### config.mk
export PLATFORM = sky130hd
export DESIGN_NAME = move_sequencer
export DESIGN_NICKNAME = d
export VERILOG_FILES = /design/src/rtl/move_sequencer.sv
export SDC_FILE = /design/constraint.sdc
export NUM_CORES = 1
export LEC_CHECK = 0
export ABC_CLOCK_PERIOD_IN_PS = 6000
export CORE_MARGIN = 2
export CORE_UTILIZATION = 53
export DETAILED_ROUTE_END_ITERATION = 10
export PLACE_DENSITY = 0.84
export SYNTH_ARGS = -nofsm -noshare
export SYNTH_HDL_FRONTEND = slang
export SYNTH_SLANG_ARGS = --single-unit
### constraint.sdc
create_clock -name clk_i -period 6 [get_ports clk_i]
set_input_delay 0.9 -clock clk_i [delete_from_list [all_inputs] [get_ports clk_i]]
set_output_delay 0.9 -clock clk_i [all_outputs]
set_load 0.05 [all_outputs]
### src/rtl/move_sequencer.sv
// move_sequencer
//   Decodes one 8-bit register-transfer instruction per accepted start and
//   drives the timed select/load strobes that make the register unit gate a
//   source onto the bus and capture it in the destination.
//
//   Optional feature macro: MOVE_SEQ_MOV16_EN
//     defined   : 8'hA0 is MOV16 XY<-M (sel_m_o / ld_xy_o strobes)
//     undefined : 8'hA0 is illegal, sel_m_o / ld_xy_o stay 0
//
// Ports
//   clk_i        system clock, rising edge
//   reset_i      asynchronous, active-high reset
//   start_i      execute request, sampled only while idle
//   instr_i      instruction byte, captured on an accepted start
//   busy_o       high during T1..T[NUM_T]
//   done_o       one-cycle pulse in T[NUM_T] or in the error cycle
//   illegal_o    one-cycle pulse alongside done_o for unsupported opcodes
//   sel_r_o      one-hot source register select
//   ld_r_o       one-hot destination register load
//   sel_m_o      select M onto the address bus (MOV16 only)
//   ld_xy_o      load XY from the address bus (MOV16 only)
//   imm_oe_o     sequencer drives imm_data_o onto the data bus
//   imm_data_o   sign-extended immediate, 0 whenever imm_oe_o is low
module move_sequencer #(
  parameter int NUM_T     = 8,
  parameter int SEL_FIRST = 2,
  parameter int LD_FIRST  = 4,
  parameter int LD_LAST   = 5,
  parameter int SEL_LAST  = 6
) (
  input  logic       clk_i,
  input  logic       reset_i,
  input  logic       start_i,
  input  logic [7:0] instr_i,
  output logic       busy_o,
  output logic       done_o,
  output logic       illegal_o,
  output logic [7:0] sel_r_o,
  output logic [7:0] ld_r_o,
  output logic       sel_m_o,
  output logic       ld_xy_o,
  output logic       imm_oe_o,
  output logic [7:0] imm_data_o
);

  localparam int TW = $clog2(NUM_T + 1);
  localparam logic [TW-1:0] T_LAST = TW'(NUM_T);
  localparam logic [TW-1:0] SEL_F  = TW'(SEL_FIRST);
  localparam logic [TW-1:0] SEL_L  = TW'(SEL_LAST);
  localparam logic [TW-1:0] LD_F   = TW'(LD_FIRST);
  localparam logic [TW-1:0] LD_L   = TW'(LD_LAST);

  // The load window must sit strictly inside the select window so bus data
  // is stable on both sides of the capture.
  if (!(1 <= SEL_FIRST && SEL_FIRST < LD_FIRST && LD_FIRST <= LD_LAST &&
        LD_LAST < SEL_LAST && SEL_LAST < NUM_T)) begin : g_bad_params
    $error("move_sequencer: illegal T-state window parameters");
  end

  typedef enum logic [1:0] {S_IDLE, S_RUN, S_ERR} state_t;
  typedef enum logic [1:0] {OP_MOV8, OP_SETAB, OP_MOV16, OP_ILL} op_t;

  function automatic op_t decode(input logic [7:0] ins);
    op_t op;
    op = OP_ILL;
    if (ins[7:6] == 2'b00)      op = OP_MOV8;
    else if (ins[7:6] == 2'b01) op = OP_SETAB;
`ifdef MOVE_SEQ_MOV16_EN
    if (ins == 8'hA0)           op = OP_MOV16;
`endif
    return op;
  endfunction

  state_t        state_q, state_d;
  logic [TW-1:0] t_q, t_d;
  logic [7:0]    instr_q, instr_d;
  op_t           op_q, op_d;
  op_t           instr_op;

  logic       busy_q, busy_d, done_q, done_d, illegal_q, illegal_d;
  logic [7:0] sel_r_q, sel_r_d, ld_r_q, ld_r_d, imm_data_q, imm_data_d;
  logic       sel_m_q, sel_m_d, ld_xy_q, ld_xy_d, imm_oe_q, imm_oe_d;
  logic       sel_win, ld_win;

  assign instr_op = decode(instr_i);

  always_comb begin
    state_d    = state_q;
    t_d        = t_q;
    instr_d    = instr_q;
    op_d       = op_q;
    sel_r_d    = 8'h00;
    ld_r_d     = 8'h00;
    imm_oe_d   = 1'b0;
    imm_data_d = 8'h00;
    sel_m_d    = 1'b0;
    ld_xy_d    = 1'b0;

    case (state_q)
      S_IDLE: begin
        if (start_i) begin
          if (instr_op == OP_ILL) begin
            state_d = S_ERR;
          end else begin
            state_d = S_RUN;
            t_d     = TW'(1);
            instr_d = instr_i;
            op_d    = instr_op;
          end
        end
      end
      S_RUN: begin
        if (t_q == T_LAST) begin
          state_d = S_IDLE;
          t_d     = '0;
        end else begin
          t_d = t_q + TW'(1);
        end
      end
      default: state_d = S_IDLE;  // S_ERR lasts exactly one cycle
    endcase

    // Outputs are computed from the next state so they can be registered and
    // still line up with the T-state they belong to.
    sel_win   = (state_d == S_RUN) && (t_d >= SEL_F) && (t_d <= SEL_L);
    ld_win    = (state_d == S_RUN) && (t_d >= LD_F) && (t_d <= LD_L);
    busy_d    = (state_d == S_RUN);
    done_d    = ((state_d == S_RUN) && (t_d == T_LAST)) || (state_d == S_ERR);
    illegal_d = (state_d == S_ERR);

    if (state_d == S_RUN) begin
      case (op_d)
        OP_MOV8: begin
          // Self-move selects nothing: the destination captures an undriven bus.
          if (sel_win && (instr_d[5:3] != instr_d[2:0])) sel_r_d = 8'b1 << instr_d[2:0];
          if (ld_win) ld_r_d = 8'b1 << instr_d[5:3];
        end
        OP_SETAB: begin
          if (sel_win) begin
            imm_oe_d   = 1'b1;
            imm_data_d = {{3{instr_d[4]}}, instr_d[4:0]};
          end
          if (ld_win) ld_r_d = instr_d[5] ? 8'h02 : 8'h01;
        end
        OP_MOV16: begin
          sel_m_d = sel_win;
          ld_xy_d = ld_win;
        end
        default: ;
      endcase
    end
  end

  always_ff @(posedge clk_i or posedge reset_i) begin
    if (reset_i) begin
      state_q    <= S_IDLE;
      t_q        <= '0;
      instr_q    <= 8'h00;
      op_q       <= OP_ILL;
      busy_q     <= 1'b0;
      done_q     <= 1'b0;
      illegal_q  <= 1'b0;
      sel_r_q    <= 8'h00;
      ld_r_q     <= 8'h00;
      sel_m_q    <= 1'b0;
      ld_xy_q    <= 1'b0;
      imm_oe_q   <= 1'b0;
      imm_data_q <= 8'h00;
    end else begin
      state_q    <= state_d;
      t_q        <= t_d;
      instr_q    <= instr_d;
      op_q       <= op_d;
      busy_q     <= busy_d;
      done_q     <= done_d;
      illegal_q  <= illegal_d;
      sel_r_q    <= sel_r_d;
      ld_r_q     <= ld_r_d;
      sel_m_q    <= sel_m_d;
      ld_xy_q    <= ld_xy_d;
      imm_oe_q   <= imm_oe_d;
      imm_data_q <= imm_data_d;
    end
  end

  assign busy_o     = busy_q;
  assign done_o     = done_q;
  assign illegal_o  = illegal_q;
  assign sel_r_o    = sel_r_q;
  assign ld_r_o     = ld_r_q;
  assign imm_oe_o   = imm_oe_q;
  assign imm_data_o = imm_data_q;
`ifdef MOVE_SEQ_MOV16_EN
  assign sel_m_o    = sel_m_q;
  assign ld_xy_o    = ld_xy_q;
`else
  // Without MOV16 support op_q can never be OP_MOV16, so these registers
  // hold 0; the outputs are tied off explicitly.
  assign sel_m_o    = 1'b0 & sel_m_q;
  assign ld_xy_o    = 1'b0 & ld_xy_q;
`endif

endmodule

==> results of run 1 <==
## cells in the mapped netlist, drive strengths merged (2+ instances only)
| library cell | count | area (um^2) |
|---|---|---|
| nor2b | 2 | 12.5 |
| ha | 2 | 25.0 |
| inv | 10 | 37.5 |
| nor3b | 2 | 15.0 |
| nand2b | 3 | 18.8 |
| buf | 10 | 81.3 |
| xor2 | 3 | 26.3 |
| o21ai | 4 | 20.0 |
| dfrtp | 37 | 926 |
| nor3 | 17 | 85.1 |
| and2 | 6 | 37.5 |
| o31ai | 2 | 15.0 |
| nand3 | 5 | 25.0 |
| a21oi | 4 | 20.0 |
| o21bai | 2 | 15.0 |
| nor2 | 11 | 41.3 |
| a31oi | 2 | 12.5 |
| mux2i | 3 | 42.5 |
| a211oi | 2 | 20.0 |
| or4b | 2 | 23.8 |
| nand2 | 23 | 93.8 |
| dfstp | 2 | 52.6 |
| o211ai | 5 | 37.5 |
| xnor2 | 3 | 26.3 |
## power breakdown
part / internal (uW) / switching, uW / leakage [uW]
Clock: 98.5 / 85.0 / 0.0000482
Combinational: 170 / 331 / 0.000433
Sequential: 326 / 52.9 / 0.000516
Total: 594 / 468 / 0.000997
## worst register-to-register path, cell delays in order (launching register included)
cell     delay (ns)
dfrtp_1        0.44
inv_1          0.10
ha_1           0.21
a21bo_2        0.19
mux2i_1        0.15
a22o_1         0.28
mux2i_1        0.90
nor3_1         0.14
## worst paths after layout
kind                       startpoint             to  slack [ns]  depth (start not counted)
max in group asynchronous     reset_i        op_q[1]        4.66                          3
min in group asynchronous     reset_i      ld_r_o[6]        0.97                          3
hold reg to reg               op_q[1]        op_q[1]        0.53                          1
hold / removal                op_q[1]        op_q[1]        0.53                          1
setup / recovery           instr_i[7]  imm_data_o[6]        3.12                          6
setup reg to reg               t_q[1]  imm_data_o[6]        3.43                          7
## cells by family (layout without fill, tap and decap cells)
| family | Yosys count | after routing | synth area share |
|---|---|---|---|
| adders and majority gates | 2 | 2 | 0.0138 |
| xor gates and xnor gates | 6 | 6 | 0.0290 |
| and+or+nand+nor | 76 | 76 | 0.219 |
| buffers and inverters | 21 | 57 | 0.0676 |
| AOI/OAI and AO/OA | 27 | 27 | 0.106 |
| DFF | 39 | 39 | 0.540 |
| muxes | 3 | 3 | 0.0235 |
| other | 1 | 2 | 0.00207 |
## metal layers
metal | wire length, um | part of all wire | up-vias | track usage
met2 | 1820 | 0.50 | 44 | 0.345
li1 | - | - | 662 | -
met5 | 0 | 0 | - | 0
met3 | 167 | 0.046 | 11 | 0.0559
met4 | 82 | 0.023 | 0 | 0.0806
met1 | 1540 | 0.43 | 674 | 0.261
## through the flow
stage	cells	instance area, um^2	setup WS (ns)	power (uW)
2_1_floorplan	176	1820	3.70	766
3_3_place_gp	250	2180	2.88	864
3_5_place_dp	250	2180	2.75	880
4_1_cts	258	2260	3.12	1060
5_1_grt	258	2260	2.94	1140
6_report	258	2260	3.12	1060
## sequential cells by signal, indices dropped and copies added (netlist names)
register	count
instr_q	6
illegal_o	1
imm_oe_o	1
op_q	2
ld_r_o	8
state_q	2
imm_data_o	5
sel_r_o	8
busy_o	1
t_q	4
done_o	1
## final cells by class
class | count | area, um^2 | area share
Clock buffer | 6 | 51.3 | 0.0227
Clock inverter | 2 | 35.0 | 0.0155
Inverter | 10 | 37.5 | 0.0166
Multi-Input combinational cell | 116 | 716 | 0.316
Sequential cell | 39 | 978 | 0.432
Tap cell | 46 | 57.6 | 0.0254
Timing Repair Buffer | 39 | 388 | 0.171
==> impl_metrics.toml, run 1 <==
[outcome]
outcome = "finished clean"

[worst_setup_path]
arrival_ns = 3.07
max_stage_delay_ns = 0.84
critical_path.top_delay_family = "multiplexers"
endpoint_kind = "register"
crit_slowest_cell = "mux2i_1"
path_cells = "clkdlybuf4s50_1 -> nor2b_1 -> o32ai_1 -> o2bb2ai_1 -> mux2i_1 -> nor3_1"
worst-path-buf-inv = 1
critPathMaxFanout = 14
path_class = "in -> reg"
startpoint_type = "primary input"
cp.required_ns = 6.19

[floorplanning]
die_h_um = 62.5
initial_utilization = 0.548
pin_count = 41
row_count = 21
die_area_mm2 = 0.00390
fp.dieW_um = 62.5
core_area_mm2 = 0.00331

[timing]
fmax_mhz = 347
skew_ns = 0.0163
whs_ns = 0.533
hold_viol_final = 0
rsz0062_at_grt = "no"
final-setup-viol-count = 0
drv_slew = 0
slew_headroom = 0.271
fin_crit_sh = 0.480
min_period_ns = 2.88
finalSetupTns_ns = 0
worstMarginPinSlew_ns = 1.06

[clocking]
htreeDepth = 2
clkSinkCount = 39
cts_buffers = 5
cts_max_path_buffers = 2
ctsHoldBuffers = 0
insertion_delay_ns = 0.34
cts.root.buffer_cell = "clkbuf_4"
cts_resized = 0
cts_tree = "built"
post-cts-setup-buffers = 0
clk_pin_slew_worst_paths_ns = 0.11

[placed_design]
dp_hpwl_um = 2680
io_buffer_count = 38
gp_congestion = 1.07

[grt]
gr-usage-all-layers = 0.208
grt_pass1_wl_um = 6370
grt_overflow_total = 0
grt_max_degree = 40
antenna_found_initial = 0
grt_pass1_vias = 1364

[synth]
yosysWarnings = 0
avgSynthCellArea_um2 = 10.4
synth_ff_type = "dfrtp_1"
synth_area_mm2 = 0.00181
ys_async_sr_fraction = 1.00
syn_inst = 175
yosysSeqAreaShare = 0.540
synth_cell_type_count = 44
ys_ff_latch = 39
synth_edf_count = 0

[power_and_ir_drop]
ir_drop_v = 0.000242
powerDensity_mw_per_mm2 = 469
p_leak_uw = 0.000997

[drt]
finalWirelength_um = 3610
wl_per_cell_um = 14.0
final_antenna_net_count = 0
drt-vias-per-instance = 5.39
drc = 0
dr.pass1.iters = 4
drtIter0Drc = 45
vias = 1391

[final_layout]
nets = 224
diodes = 0
layout-drive-gt1-share = 0.0849
final_common_cell = "clkdlybuf4s50_1"
fill_cells = 258
layout_common_cells = "clkdlybuf4s50_1 (38), dfrtp_1 (37), nand2_1 (22), nor3_1 (17), nor2_1 (11)"
final_util = 0.684
syn2layout_area_growth_pct = 24.8

[min_path]
hold_path.class = "reg -> reg"

[job]
maxCapViolations = 0
Note: power is estimated with default switching activity, not from simulation.
==> inputs of run 2 (changes only) <==
==> config.mk (replaced) <==
export PLATFORM = sky130hd
export DESIGN_NAME = move_sequencer
export DESIGN_NICKNAME = d
export VERILOG_FILES = /design/src/rtl/move_sequencer.sv
export SDC_FILE = /design/constraint.sdc
export NUM_CORES = 1
export LEC_CHECK = 0
export ABC_CLOCK_PERIOD_IN_PS = 2900
export CORE_MARGIN = 2
export CORE_UTILIZATION = 49
export DETAILED_ROUTE_END_ITERATION = 10
export PLACE_DENSITY = 0.78
export SYNTH_ARGS = -nofsm -noshare
export SYNTH_HDL_FRONTEND = slang
export SYNTH_SLANG_ARGS = --single-unit
==> constraint.sdc (replaced) <==
create_clock -name clk_i -period 2.9 [get_ports clk_i]
set_input_delay 0.435 -clock clk_i [delete_from_list [all_inputs] [get_ports clk_i]]
set_output_delay 0.435 -clock clk_i [all_outputs]
set_load 0.05 [all_outputs]
==> run 2 against run 1 <==
Against the previous run:
- power grew 120%
- largest power group unchanged
- clock power grew 140%
- cell area up 1.9%
- sequential share of layout area fell by 0.82 points
- count of clock-buffer cells in the layout down 1
- sequential cell count unchanged
- via count rose by 0.86%
- non-clock buffer count rose by 2
- combinational power rose by 120%
- critical path depth did not move
- sequential power up 110%
==> impl_metrics.toml, run 2 (synthesis results as in run 1) <==
[drt]
wl_per_cell_um = 14.3
drt-vias-per-instance = 5.35
vias = 1403
dr.pass1.iters = 4
drc = 0
drtIter0Drc = 53
finalWirelength_um = 3740
final_antenna_net_count = 0

[job]
maxCapViolations = 0

[floorplanning]
pin_count = 41
core_area_mm2 = 0.00361
die_area_mm2 = 0.00420
row_count = 22
initial_utilization = 0.503
die_h_um = 64.8
fp.dieW_um = 64.8

[grt]
grt_overflow_total = 0
grt_util_met3 = 0.0642
grt_pass1_wl_um = 6200
top_usage_layer = "met2"
antenna_found_initial = 0
grt_pass1_vias = 1448
gr-usage-all-layers = 0.199
met2_usage = 0.353
grt_max_degree = 40
grt_use_met1 = 0.205

[power_and_ir_drop]
ir_drop_v = 0.000517
powerDensity_mw_per_mm2 = 1000
p_leak_uw = 0.00102

[clocking]
cts_tree = "built"
cts_buffers = 5
ctsHoldBuffers = 0
htreeDepth = 2
cts_max_path_buffers = 2
insertion_delay_ns = 0.30
cts_resized = 0
clk_pin_slew_worst_paths_ns = 0.08
clkSinkCount = 39
cts.root.buffer_cell = "clkbuf_8"
post-cts-setup-buffers = 0

[timing]
drv_slew = 0
hold_viol_final = 0
rsz0062_at_grt = "no"
worstMarginPinSlew_ns = 0.502
finalSetupTns_ns = 0
fmax_mhz = 456
skew_ns = 0.00879
min_period_ns = 2.19
slew_headroom = 0.664
final-setup-viol-count = 0
fin_crit_sh = 0.756

[worst_setup_path]
critPathMaxFanout = 13
crit_slowest_cell = "or4b_4"
critical_path.top_delay_family = "simple AND/OR/NAND/NOR gates"
ff2ff_setup_slack_ns = 0.79
path_cells = "clkdlybuf4s50_1 -> or4b_4 -> mux2i_4 -> o21ai_1 -> nand2b_1 -> a211oi_1"
cp.required_ns = 3.10
worst-path-buf-inv = 1
startpoint_type = "primary input"
path_class = "in -> reg"
endpoint_kind = "register"
max_stage_delay_ns = 0.64
arrival_ns = 2.39

[final_layout]
syn2layout_area_growth_pct = 27.3
final_common_cell = "clkdlybuf4s50_1"
finalNonFillerCells = 262
final_util = 0.640
layout_common_cells = "clkdlybuf4s50_1 (38), dfrtp_1 (37), nand2_1 (22), nor3_1 (17), nor2_1 (11)"
nets = 226
layout-drive-gt1-share = 0.0935
fill_cells = 261
diodes = 0

[placed_design]
gp_congestion = 0.901
io_buffer_count = 38
dp_hpwl_um = 2680
dp.cells = 254

[min_path]
hold_path.class = "in -> async"

[outcome]
outcome = "finished clean"
[run 2: changes by cell type in the layout (fill, tap and decap cells not counted), sizes merged]
| cell | delta |
|---|---|
| buf | +2 |
| clkbuf | -1 |
| clkinv | +1 |
[run 2: per-layer routing]
layer  vias to the layer above  wire (um)
met4                         0        119
met3                        14        220
met1                       671       1390
met5                         -          0
li1                        668          -
met2                        50       2010
[run 2: worst reg2reg max path, delay by kind of cell, from the launching register on]
family,cells,cell delay (ns)
AOI/OAI and AO/OA,2,0.65
DFF,1,0.48
and+or+nand+nor,3,0.88
[run 2: cell type report]
type | count | area (um^2) | share of cell area
tap | 48 | 60.1 | 0.0260
sequential | 39 | 978 | 0.424
clock inverter | 3 | 43.8 | 0.0190
clock buffer | 5 | 68.8 | 0.0298
multi-input combinational | 116 | 716 | 0.310
inverter | 10 | 37.5 | 0.0163
timing repair buffer | 41 | 403 | 0.175
[run 2: report_power, final]
group	internal, uW	total (uW)	switching, uW
combinational	377	1080	700
clock	256	449	193
sequential	675	787	112
[run 2: path summary, 6_finish.rpt]
check | from | end | cells after the start
max in group asynchronous | reset_i | op_q[0] | 3
hold / removal | reset_i | instr_q[4] | 3
hold reg to reg | op_q[1] | op_q[1] | 1
min in group clk_i | op_q[1] | op_q[1] | 1
setup / recovery | instr_i[7] | ld_r_o[1] | 6
setup reg to reg | state_q[0] | ld_r_o[4] | 5
[run 2: metrics by stage]
| step | cell area, um^2 | power [uW] | setup slack (ns) | hold slack, ns |
|---|---|---|---|---|
| floorplan | 1820 | 1590 | 0.876 | 0.501 |
| global placement | 2190 | 1820 | 0.554 | 0.521 |
| detailed placement | 2190 | 1850 | 0.472 | 0.528 |
| CTS | 2310 | 2310 | 0.753 | 0.540 |
| global route | 2310 | 2450 | 0.600 | 0.558 |
| finish | 2310 | 2310 | 0.707 | 0.541 |
